File: src/rtl/prbs_test_ctrl.sv
// ---------------------------------------------------------------------------
// prbs_test_ctrl
//
// Purpose:
//   Builds one test frame per accepted start request and streams it byte by
//   byte towards a pattern detector. A frame is n header groups of the bytes
//   0x0A,0x0B,0x0C,0x0D followed by prbs_len payload bytes taken from an
//   external PRBS-15 generator. The generator is advanced with prbs_en in
//   exactly the cycles whose closing edge captures its current byte.
//
// Ports:
//   clk         in   single clock, all state changes on the rising edge
//   arst_n      in   asynchronous active-low reset
//   start       in   frame request, only looked at while idle
//   abort       in   synchronous abort of a running frame
//   n           in   header group count, latched on an accepted start
//   prbs_len    in   payload byte count, latched on an accepted start
//   prbs_byte   in   current byte of the PRBS generator
//   prbs_en     out  combinational advance/capture strobe for the generator
//   byte_out    out  registered stream byte
//   byte_valid  out  registered, byte_out carries a frame byte
//   busy        out  registered, frame in header or payload phase
//   done        out  registered one-cycle pulse at normal completion
//   err         out  registered one-cycle pulse when start is rejected (n==0)
// ---------------------------------------------------------------------------
module prbs_test_ctrl #(
  parameter int PATT_WIDTH = 8,
  parameter int REP_WIDTH  = 5,
  parameter int LEN_WIDTH  = 8
) (
  input  logic                  clk,
  input  logic                  arst_n,
  input  logic                  start,
  input  logic                  abort,
  input  logic [REP_WIDTH-1:0]  n,
  input  logic [LEN_WIDTH-1:0]  prbs_len,
  input  logic [PATT_WIDTH-1:0] prbs_byte,
  output logic                  prbs_en,
  output logic [PATT_WIDTH-1:0] byte_out,
  output logic                  byte_valid,
  output logic                  busy,
  output logic                  done,
  output logic                  err
);

  typedef enum logic [1:0] {
    IDLE = 2'd0,
    HDR  = 2'd1,
    PAY  = 2'd2,
    DONE = 2'd3
  } state_e;

  localparam logic [PATT_WIDTH-1:0] HDR_BASE = PATT_WIDTH'(8'h0A);
  localparam logic [1:0]            HDR_LAST = 2'd3;

  state_e                state_q, state_d;
  logic [PATT_WIDTH-1:0] byteOut_q, byteOut_d;
  logic                  byteValid_q, byteValid_d;
  logic                  busy_q, busy_d;
  logic                  done_q, done_d;
  logic                  err_q, err_d;

  // hdrIdx/grpCnt describe the header byte currently shown on byte_out;
  // payCnt is the number of payload bytes captured so far in this frame.
  logic [1:0]            hdrIdx_q, hdrIdx_d;
  logic [REP_WIDTH-1:0]  grpCnt_q, grpCnt_d;
  logic [LEN_WIDTH-1:0]  payCnt_q, payCnt_d;
  logic [REP_WIDTH-1:0]  nLat_q, nLat_d;
  logic [LEN_WIDTH-1:0]  lenLat_q, lenLat_d;

  logic                  lastHdrByte;
  logic                  lastPayByte;

  // Comparing the group counter against n-1 lets the counter stay within
  // 0..n-1, so n = 2^REP_WIDTH-1 never needs a wider counter or a wrap.
  assign lastHdrByte = (hdrIdx_q == HDR_LAST) &&
                       (grpCnt_q == (nLat_q - REP_WIDTH'(1)));
  assign lastPayByte = (payCnt_q == lenLat_q);

  // Next-state and output decode. Registered outputs default to their idle
  // values, so every path that leaves a frame only has to set the state.
  always_comb begin
    state_d     = state_q;
    byteOut_d   = '0;
    byteValid_d = 1'b0;
    busy_d      = 1'b0;
    done_d      = 1'b0;
    err_d       = 1'b0;
    hdrIdx_d    = '0;
    grpCnt_d    = '0;
    payCnt_d    = '0;
    nLat_d      = nLat_q;
    lenLat_d    = lenLat_q;
    prbs_en     = 1'b0;

    case (state_q)
      IDLE: begin
        if (start) begin
          if (n != '0) begin
            state_d     = HDR;
            nLat_d      = n;
            lenLat_d    = prbs_len;
            byteOut_d   = HDR_BASE;
            byteValid_d = 1'b1;
            busy_d      = 1'b1;
          end else begin
            err_d = 1'b1;
          end
        end
      end

      HDR: begin
        if (abort) begin
          state_d = IDLE;
        end else if (hdrIdx_q != HDR_LAST) begin
          hdrIdx_d    = hdrIdx_q + 2'd1;
          grpCnt_d    = grpCnt_q;
          byteOut_d   = HDR_BASE + PATT_WIDTH'(hdrIdx_q + 2'd1);
          byteValid_d = 1'b1;
          busy_d      = 1'b1;
        end else if (!lastHdrByte) begin
          grpCnt_d    = grpCnt_q + REP_WIDTH'(1);
          byteOut_d   = HDR_BASE;
          byteValid_d = 1'b1;
          busy_d      = 1'b1;
        end else if (lenLat_q != '0) begin
          // The first payload byte is captured on the same edge that
          // retires the last 0x0D, so the stream has no gap.
          state_d     = PAY;
          prbs_en     = 1'b1;
          byteOut_d   = prbs_byte;
          payCnt_d    = LEN_WIDTH'(1);
          byteValid_d = 1'b1;
          busy_d      = 1'b1;
        end else begin
          state_d = DONE;
          done_d  = 1'b1;
        end
      end

      PAY: begin
        if (abort) begin
          state_d = IDLE;
        end else if (lastPayByte) begin
          state_d = DONE;
          done_d  = 1'b1;
        end else begin
          prbs_en     = 1'b1;
          byteOut_d   = prbs_byte;
          payCnt_d    = payCnt_q + LEN_WIDTH'(1);
          byteValid_d = 1'b1;
          busy_d      = 1'b1;
        end
      end

      DONE: begin
        // start and abort are both ignored here; the next frame can be
        // requested in the following IDLE cycle.
        state_d = IDLE;
      end

      default: begin
        state_d = IDLE;
      end
    endcase
  end

  // State and output registers; reset forces the idle picture at once.
  always_ff @(posedge clk or negedge arst_n) begin
    if (!arst_n) begin
      state_q     <= IDLE;
      byteOut_q   <= '0;
      byteValid_q <= 1'b0;
      busy_q      <= 1'b0;
      done_q      <= 1'b0;
      err_q       <= 1'b0;
      hdrIdx_q    <= '0;
      grpCnt_q    <= '0;
      payCnt_q    <= '0;
      nLat_q      <= '0;
      lenLat_q    <= '0;
    end else begin
      state_q     <= state_d;
      byteOut_q   <= byteOut_d;
      byteValid_q <= byteValid_d;
      busy_q      <= busy_d;
      done_q      <= done_d;
      err_q       <= err_d;
      hdrIdx_q    <= hdrIdx_d;
      grpCnt_q    <= grpCnt_d;
      payCnt_q    <= payCnt_d;
      nLat_q      <= nLat_d;
      lenLat_q    <= lenLat_d;
    end
  end

  assign byte_out   = byteOut_q;
  assign byte_valid = byteValid_q;
  assign busy       = busy_q;
  assign done       = done_q;
  assign err        = err_q;

endmodule
File: config.mk
export PLATFORM = sky130hd
export DESIGN_NAME = prbs_test_ctrl
export DESIGN_NICKNAME = d
export VERILOG_FILES = /design/src/rtl/prbs_test_ctrl.sv
export SDC_FILE = /design/constraint.sdc
export NUM_CORES = 1
export LEC_CHECK = 0
export BUFFER_PORTS_ARGS = -buffer_cell sky130_fd_sc_hd__buf_4
export CAP_MARGIN = 5
export CORE_MARGIN = 5
export CORE_UTILIZATION = 62
export CTS_BUF_LIST = sky130_fd_sc_hd__clkbuf_4 sky130_fd_sc_hd__clkbuf_8
export DETAILED_ROUTE_END_ITERATION = 10
export GPL_ROUTABILITY_DRIVEN = 1
export PLACE_DENSITY_LB_ADDON = 0.15
export SLEW_MARGIN = 5
export SYNTH_ARGS = -nofsm -noshare
export SYNTH_HDL_FRONTEND = slang
export SYNTH_SLANG_ARGS = --single-unit
File: constraint.sdc
create_clock -name clk -period 6.8 [get_ports clk]
set_input_delay 1.36 -clock clk [delete_from_list [all_inputs] [get_ports clk]]
set_output_delay 1.36 -clock clk [all_outputs]
set_load 0.02 [all_outputs]
# [Word level (Yosys, flattened, before mapping)]
# Cells that the tools add are included.
[word_totals] elab_cells=89 reg_bits=41 out_inout_bits=13 input_bits=25
[op_classes] eq_ne=12 reduce_logical=6 addsub=6 n_mux=55
[ops] op="two-way mux 8 bit" n=8
[ops] op="two-way mux 1 bit" n=25
[ops] op="one-hot mux 8 bit (3 select lines)" n=1
[ops] op="two-way mux 2 bit" n=10
[ops] op="two-way mux 5 bit" n=4
[ops] op="one-hot mux 8 bit (2 select lines)" n=1
[ops] op="inequality test 3 bit, second input constant" n=3
[ops] op="adder 8 x 1 -> 8 bit, second input constant" n=1
[ops] op="== test 8 bit" n=1
[ops] op="two-way mux 4 bit" n=2
[ops] op="one-hot mux 2 bit (4 select lines)" n=1
[ops] op="nonzero test 8 bit" n=1
[ops] op="== test 2 bit, second input constant" n=3
[ops] op="inequality test 2 bit, second input constant" n=3
[ops] op="adder 4 x 3 -> 5 bit, first input constant" n=1
[ops] op="adder 5 x 1 -> 5 bit, second input constant" n=1
[ops] op="== test 5 bit" n=1
[ops] op="AND reduction 5 bit" n=1
[ops] op="nonzero test 5 bit" n=1
[ops] op="subtractor 5 x 1 -> 5 bit, second input constant" n=1
[ops] op="one-hot mux 1 bit (2 select lines)" n=2
[ops] op="adder 2 x 1 -> 3 bit, second input constant" n=1
[ops] op="one-hot mux 1 bit (3 select lines)" n=1
[ops] op="AND reduction 3 bit" n=1
[ops] op="other kinds (4)" n=4

# [Logic depth before layout (Yosys ltp)]
# Gate-level depths: netlist of run 1.
[logic_depth] ltp_word=7 depth_mapped=8 depth_no_buf=7

# [Worst setup path after synthesis of run 1]
# OpenSTA, ideal clock, no wires.
[synth_path] kind="input to output" startpoint="in abort" endpoint="out prbs_en" stages=4 setup_slack_ns=2.972 t_required_ns=5.440 path_buffers=0 arrival_time_ns=2.468 cell_sequence="or2b_1 a21oi_1 a21oi_1 nor2b_1"
[synth_between] elab_chain_len=2 word_cells_on_any_way=3 cone_classes="mux (3)"
[synth_rtl] item="start, declared" line_no="34" source="input logic abort,"
[synth_rtl] item="two-way mux 1 bit (on tied branches)" line_no="142, 113"
[synth_rtl] item="one-hot mux 1 bit (2 select lines) (*)" line_no="96" source="case (state_q)"
[synth_rtl] item="end, declared" line_no="38" source="output logic prbs_en,"
# Every way passes the cells marked *; elsewhere a longest branch is shown, timed or not.

# [Worst setup path in the final report of run 1]
# Same ends and word-level chain as after synthesis.

==> impl_results.md, run 1 <==
* N_diodes at 0
* Final net count at 260
* Critical Path AT at 2.76 ns
* Setup slack after layout at 2.68 ns
* CP endpoint kind: primary output
* DR vias/cell at 5.38
* Power Density at 337 nW/µm²
* Floorplan row count at 21
* Post-placement cell count at 264
* Top post-synthesis cells by area: dfrtp_1 50%, mux2_2 7.6%, xor2_1 7.2%
* Yosys cell types at 40
* Top delay family on crit path: compound AO/OA/AOI/OAI gates
* Synthesized area at 2070 µm²
* Fin crit share at 60.5%
* Final core occ at 74.2%
* Syn_nets at 220
* Worst Skew at 0.0124 ns
* Clock Pin Slew Worst Setup and Hold Paths at 0.11 ns
* Die Area at 4590 µm²
* Routed vias at 1463
* Post-CTS setup buffer count at 0
* Post-Route WL at 4110 µm
* Final Hold Vio Count at 0
* Die Ht at 67.7 µm
* EDFF count, synth at 0
* Leak pwr at 1.14 nW
* Final Slew Violations at 0
* Worst hold path class: reg2reg
* Crit Path Max Fanout at 8
* Slowest-stage cell, CP: a21oi_1
* TritonRoute pass-1 iters at 4
* Worst EP required at 5.44 ns
* Design area at 2440 µm²
* Root Buffer: clkbuf_4
* # IOs at 38
* Mean Syn Cell Area at 11.2 µm²
* Critical path class: in2out
* Initial antenna violation count at 0
* TritonCTS Buffers at 5
* Synthesis Warnings at 0
* Worst hold slack at 0.541 ns
* CP Launch Type: primary input
* Setup-failing EPs final at 0
* RSZ-0062 raised after global routing: false
* H-tree levels at 2
* First-pass GRT wire length at 6790 µm
* TritonCTS clock tree: built
* Core footprint at 3280 µm²
* Non-Filler Instances at 272
* Clock Path Buffers at 2
* Tightest Pin Transition at 0.734 ns
* Initial drt markers at 83
* Status: finished, final reports clean
* Crit-path cells: buf_4 > or2b_1 > a21oi_1 > a21oi_1 > nor2b_1 > buf_4
* Starting Density at 62.9%
* Yosys top cell by area: dfrtp_1
* Routed len/inst at 15.1 µm
* CTS resizes at 0
* Post-route minimum period at 4.12 ns
* Total Routing Usage GR at 20.5%
* TritonCTS Sinks at 41
* Vias in the first global route at 1529
* Final Power at 0.822 mW
* Peak VDD IR at 0.000228 V
* Crit-path max cell delay at 0.44 ns
* Die X at 67.7 µm
* Pin count of the biggest net entering global routing at 42
* Synth Flop Type: dfrtp_1
* Drt drc at 0
* Max Fclk at 243 MHz
* CP bufs+invs at 2
* Total negative slack at 0 ns
* Max-Cap Viols at 0
* Post-DP HPWL at 3210 µm
* GPL Wtd Cong at 0.816
* Post-synth top area share at 49.6%
* Top post-synthesis cells by count: 41 x dfrtp_1, 17 x xor2_1, 15 x nor2_1, 14 x mux2_2, 11 x nand2_1
* Most numerous cell in the Yosys netlist: dfrtp_1
* Synth-to-layout area growth at 17.9%
* Post-Syn Instances at 185
* Synthesis-stage register bit count at 41
* Placement Setup Slack at 2.68 ns
* Hold_buf cts at 0
* Layout cells sized above 1 at 28.3%
* Antenna viol nets, final at 0
* Post-synthesis sequential area ratio at 49.6%
* Ys async rst share at 100%
* Post-DP Area at 2380 µm²
* Grt ovf at 0
* Max-slew headroom at 50.9%
* PortBufs at 37
* Worst skew pair latency at 0.35 ns
-- cell type report --
cell class,count,area [µm²]
Clock buffer,5,37.5
Clock inverter,3,17.5
Fill cell,246,847
Inverter,7,26.3
Multi-Input combinational cell,133,995
Sequential cell,41,1030
Tap cell,46,57.6
Timing Repair Buffer,37,278
-- report_power, final --
part / leakage, nW / switching, mW / internal (mW)
clock: 0.0310 / 0.0796 / 0.0390
sequential: 0.533 / 0.0566 / 0.308
combinational: 0.571 / 0.170 / 0.169
total: 1.14 / 0.306 / 0.516
-- worst register-to-register path, stage by stage, from the launching register on --
cell and delay [ns]:
dfrtp_1 0.43, inv_1 0.06, ha_1 0.30, xor2_1 0.19, nand3_2 0.09, or4_1 0.66
a221o_1 0.40, o2bb2ai_1 0.15
-- sequential cells by signal, indices dropped and copies added, names as in the netlist --
register / cells
busy: 1
state_q: 2
err: 1
lenLat_q: 8
grpCnt_q: 5
done: 1
payCnt_q: 8
hdrIdx_q: 2
byte_out: 8
nLat_q: 5
-- per-layer routing --
metal  track usage, %  routed length (µm)
met3             4.83                 193
met1             23.2                1740
met4             9.37                  31
met2             36.3                2140
met5                0                   0
-- cells by family after synthesis --
kind of cell / after synthesis / synth area share [%]
AND/OR/NAND/NOR: 67 / 17.9
flip-flops: 41 / 49.6
XOR/XNOR: 25 / 10.6
AO/OA/AOI/OAI: 17 / 5.93
multiplexers: 14 / 7.63
buffers and inverters: 11 / 2.24
adder cells (fa/ha/maj): 10 / 6.05
-- cell usage in the layout, fill, tap and decap left out, types with 4 or more instances in the layout --
master / Yosys / layout
xnor2_1: 8 / 8
nor2b_1: 4 / 4
nor2_1: 15 / 15
xor2_1: 17 / 17
nand3_1: 5 / 5
clkbuf_4: 0 / 5
nand2b_1: 5 / 5
inv_1: 7 / 7
buf_4: 1 / 37
mux2_2: 14 / 14
nor3b_1: 4 / 4
ha_1: 10 / 10
dfrtp_1: 41 / 41
nand2_1: 11 / 11
a21oi_1: 4 / 4
-- path summary, 6_finish.rpt --
check | startpoint | slack [ns] | end | depth (start not counted)
worst max-delay path | abort | 2.68 | prbs_en | 6
worst min-delay path | hdrIdx_q[0] | 0.54 | hdrIdx_q[0] | 1
worst max register to register | nLat_q[0] | 4.40 | state_q[1] | 7
worst min register to register | hdrIdx_q[0] | 0.54 | hdrIdx_q[0] | 1
max in group asynchronous | arst_n | 5.48 | grpCnt_q[3] | 1
min in group asynchronous | arst_n | 0.96 | byte_out[1] | 1
No activity file was read; power rests on OpenSTA's default activity.
==> run 2: changes to the inputs <==
--- a/config.mk
+++ b/config.mk
@@ -8,7 +8,7 @@
 export BUFFER_PORTS_ARGS = -buffer_cell sky130_fd_sc_hd__buf_4
 export CAP_MARGIN = 5
 export CORE_MARGIN = 5
-export CORE_UTILIZATION = 62
+export CORE_UTILIZATION = 57
 export CTS_BUF_LIST = sky130_fd_sc_hd__clkbuf_4 sky130_fd_sc_hd__clkbuf_8
 export DETAILED_ROUTE_END_ITERATION = 10
 export GPL_ROUTABILITY_DRIVEN = 1
==> constraint.sdc (replaced) <==
create_clock -name clk -period 3.9 [get_ports clk]
set_input_delay 0.78 -clock clk [delete_from_list [all_inputs] [get_ports clk]]
set_output_delay 0.78 -clock clk [all_outputs]
set_load 0.02 [all_outputs]
==> impl_results.md, run 2 (synthesis results as in run 1) <==
* Worst Skew at 0.00494 ns (-0.00745 ns)
* Worst EP required at 3.12 ns (-2.32 ns)
* Synth-to-layout area growth at 19.6%
* Design area at 2470 µm² (+1.4%)
* Drt drc at 0 (unchanged)
* Post-DP HPWL at 3250 µm (+1.0%)
* Commonest non-fill, non-tap cell in the layout: dfrtp_1
* Die X at 70.2 µm (+3.7%)
* RSZ-0062 raised after global routing: false
* Leak pwr at 1.15 nW (+1.6%)
* DR vias/cell at 5.48 (+1.9%)
* PortBufs at 37 (unchanged)
* Post-DP Area at 2380 µm² (unchanged)
* Worst hold slack at 0.381 ns (-0.160 ns)
* N_diodes at 0 (unchanged)
* Final core occ at 72.3% (-1.9 points)
* Post-CTS setup buffer count at 0 (unchanged)
* Crit Path Max Fanout at 7 (-1)
* TritonRoute pass-1 iters at 5 (+1)
* TritonCTS clock tree: built
* Power Density at 618 nW/µm² (+83%)
* Initial antenna violation count at 0 (unchanged)
* Fillcell total at 261 (+6.1%)
* Critical Path AT at 2.49 ns (-0.27 ns)
* Peak VDD IR at 0.000406 V (+78%)
* Total negative slack at 0 ns (unchanged)
* Antenna viol nets, final at 0 (unchanged)
* Max-slew headroom at 48.5% (-2.4 points)
* Grt ovf at 0 (unchanged)
* Total Routing Usage GR at 19.0% (-1.6 points)
* Post-placement cell count at 264 (unchanged)
* Die Ht at 70.2 µm (+3.7%)
* M1 wire length at 1740 µm (+0.23%)
* Final Power at 1.53 mW (+86%)
* Layout cells sized above 1 at 28.3% (unchanged)
* First-pass GRT wire length at 7340 µm (+8.1%)
* TritonCTS Sinks at 41 (unchanged)
* Worst skew pair latency at 0.35 ns (about the same)
* TritonCTS Buffers at 5 (unchanged)
* Initial drt markers at 94 (+13%)
* Core footprint at 3420 µm² (+4.0%)
* Commonest non-fill, non-tap cells in the layout: 41 x dfrtp_1, 37 x buf_4, 17 x xor2_1
* Clock Pin Slew Worst Setup and Hold Paths at 0.12 ns (about the same)
* Non-Filler Instances at 272 (unchanged)
* CP endpoint kind: primary output
* Tightest Pin Transition at 0.770 ns (+0.0355 ns)
* Floorplan row count at 21 (unchanged)
* CP Launch Type: flop
* Final Slew Violations at 0 (unchanged)
* Critical path class: reg2out
* H-tree levels at 2 (unchanged)
* Clock Path Buffers at 2 (unchanged)
* Placement Setup Slack at 0.946 ns (-1.74 ns)
* Vias in the first global route at 1618 (+5.8%)
* Post-Route WL at 4310 µm (+5.0%)
* Die Area at 4930 µm² (+7.5%)
* Final net count at 260 (unchanged)
* Fin crit share at 84.0%
* Pin count of the biggest net entering global routing at 42 (unchanged)
* Final Hold Vio Count at 0 (unchanged)
* Metal3 WL at 272 µm (+41%)
* Worst hold path class: in2async
* Post-route minimum period at 3.27 ns
* Hold_buf cts at 0 (unchanged)
* CTS resizes at 0 (unchanged)
* Max layer used: met4
* WL met2 at 2230 µm (+4.2%)
* Setup-failing EPs final at 0 (unchanged)
* Root Buffer: clkbuf_4
* Starting Density at 60.5% (-2.4 points)
* Routed len/inst at 15.9 µm (+5.0%)
* Routed vias at 1491 (+1.9%)
* Max Fclk at 305 MHz
* Max-Cap Viols at 0 (unchanged)
* GPL Wtd Cong at 0.835 (+2.4%)
* Setup slack after layout at 0.625 ns (-2.06 ns)
* # IOs at 38 (unchanged)
* Status: finished, final reports clean
run 2: worst paths after layout:
path | slack, ns | endpoint | from | cells past startpoint
setup / recovery | 0.63 | prbs_en | nLat_q[0] | 8
hold / removal | 0.38 | grpCnt_q[2] | arst_n | 1
setup reg to reg | 1.50 | state_q[1] | nLat_q[0] | 7
hold reg to reg | 0.53 | hdrIdx_q[0] | hdrIdx_q[0] | 1
max in group asynchronous | 3.15 | err | arst_n | 1
min in group clk | 0.53 | hdrIdx_q[0] | hdrIdx_q[0] | 1
run 2: worst max-delay path, stage by stage (launching register included):
cell	delay (ns)
dfrtp_1	0.42
inv_1	0.06
ha_1	0.31
xor2_1	0.20
nand3_2	0.09
nor4_1	0.45
a21oi_1	0.28
nor2b_1	0.17
buf_4	0.16
run 2: report_power, final:
group | switching (mW) | leakage [nW] | internal [mW]
registers | 0.100 | 0.533 | 0.538
clock network | 0.142 | 0.0489 | 0.160
logic | 0.294 | 0.571 | 0.294
total | 0.536 | 1.15 | 0.991
run 2: layout make-up:
class / count / area, µm² / share of cell area [%]
tap: 46 / 57.6 / 2.33
multi-input combinational: 133 / 995 / 40.3
inverter: 7 / 26.3 / 1.06
clock inverter: 1 / 30.0 / 1.22
clock buffer: 7 / 58.8 / 2.38
timing repair buffer: 37 / 278 / 11.2
sequential: 41 / 1030 / 41.5
run 2: layer usage:
layer,vias up,global-route usage [%]
li1,717,-
met5,-,0
met2,43,32.6
met1,725,21.7
met3,6,6.17
met4,0,7.23
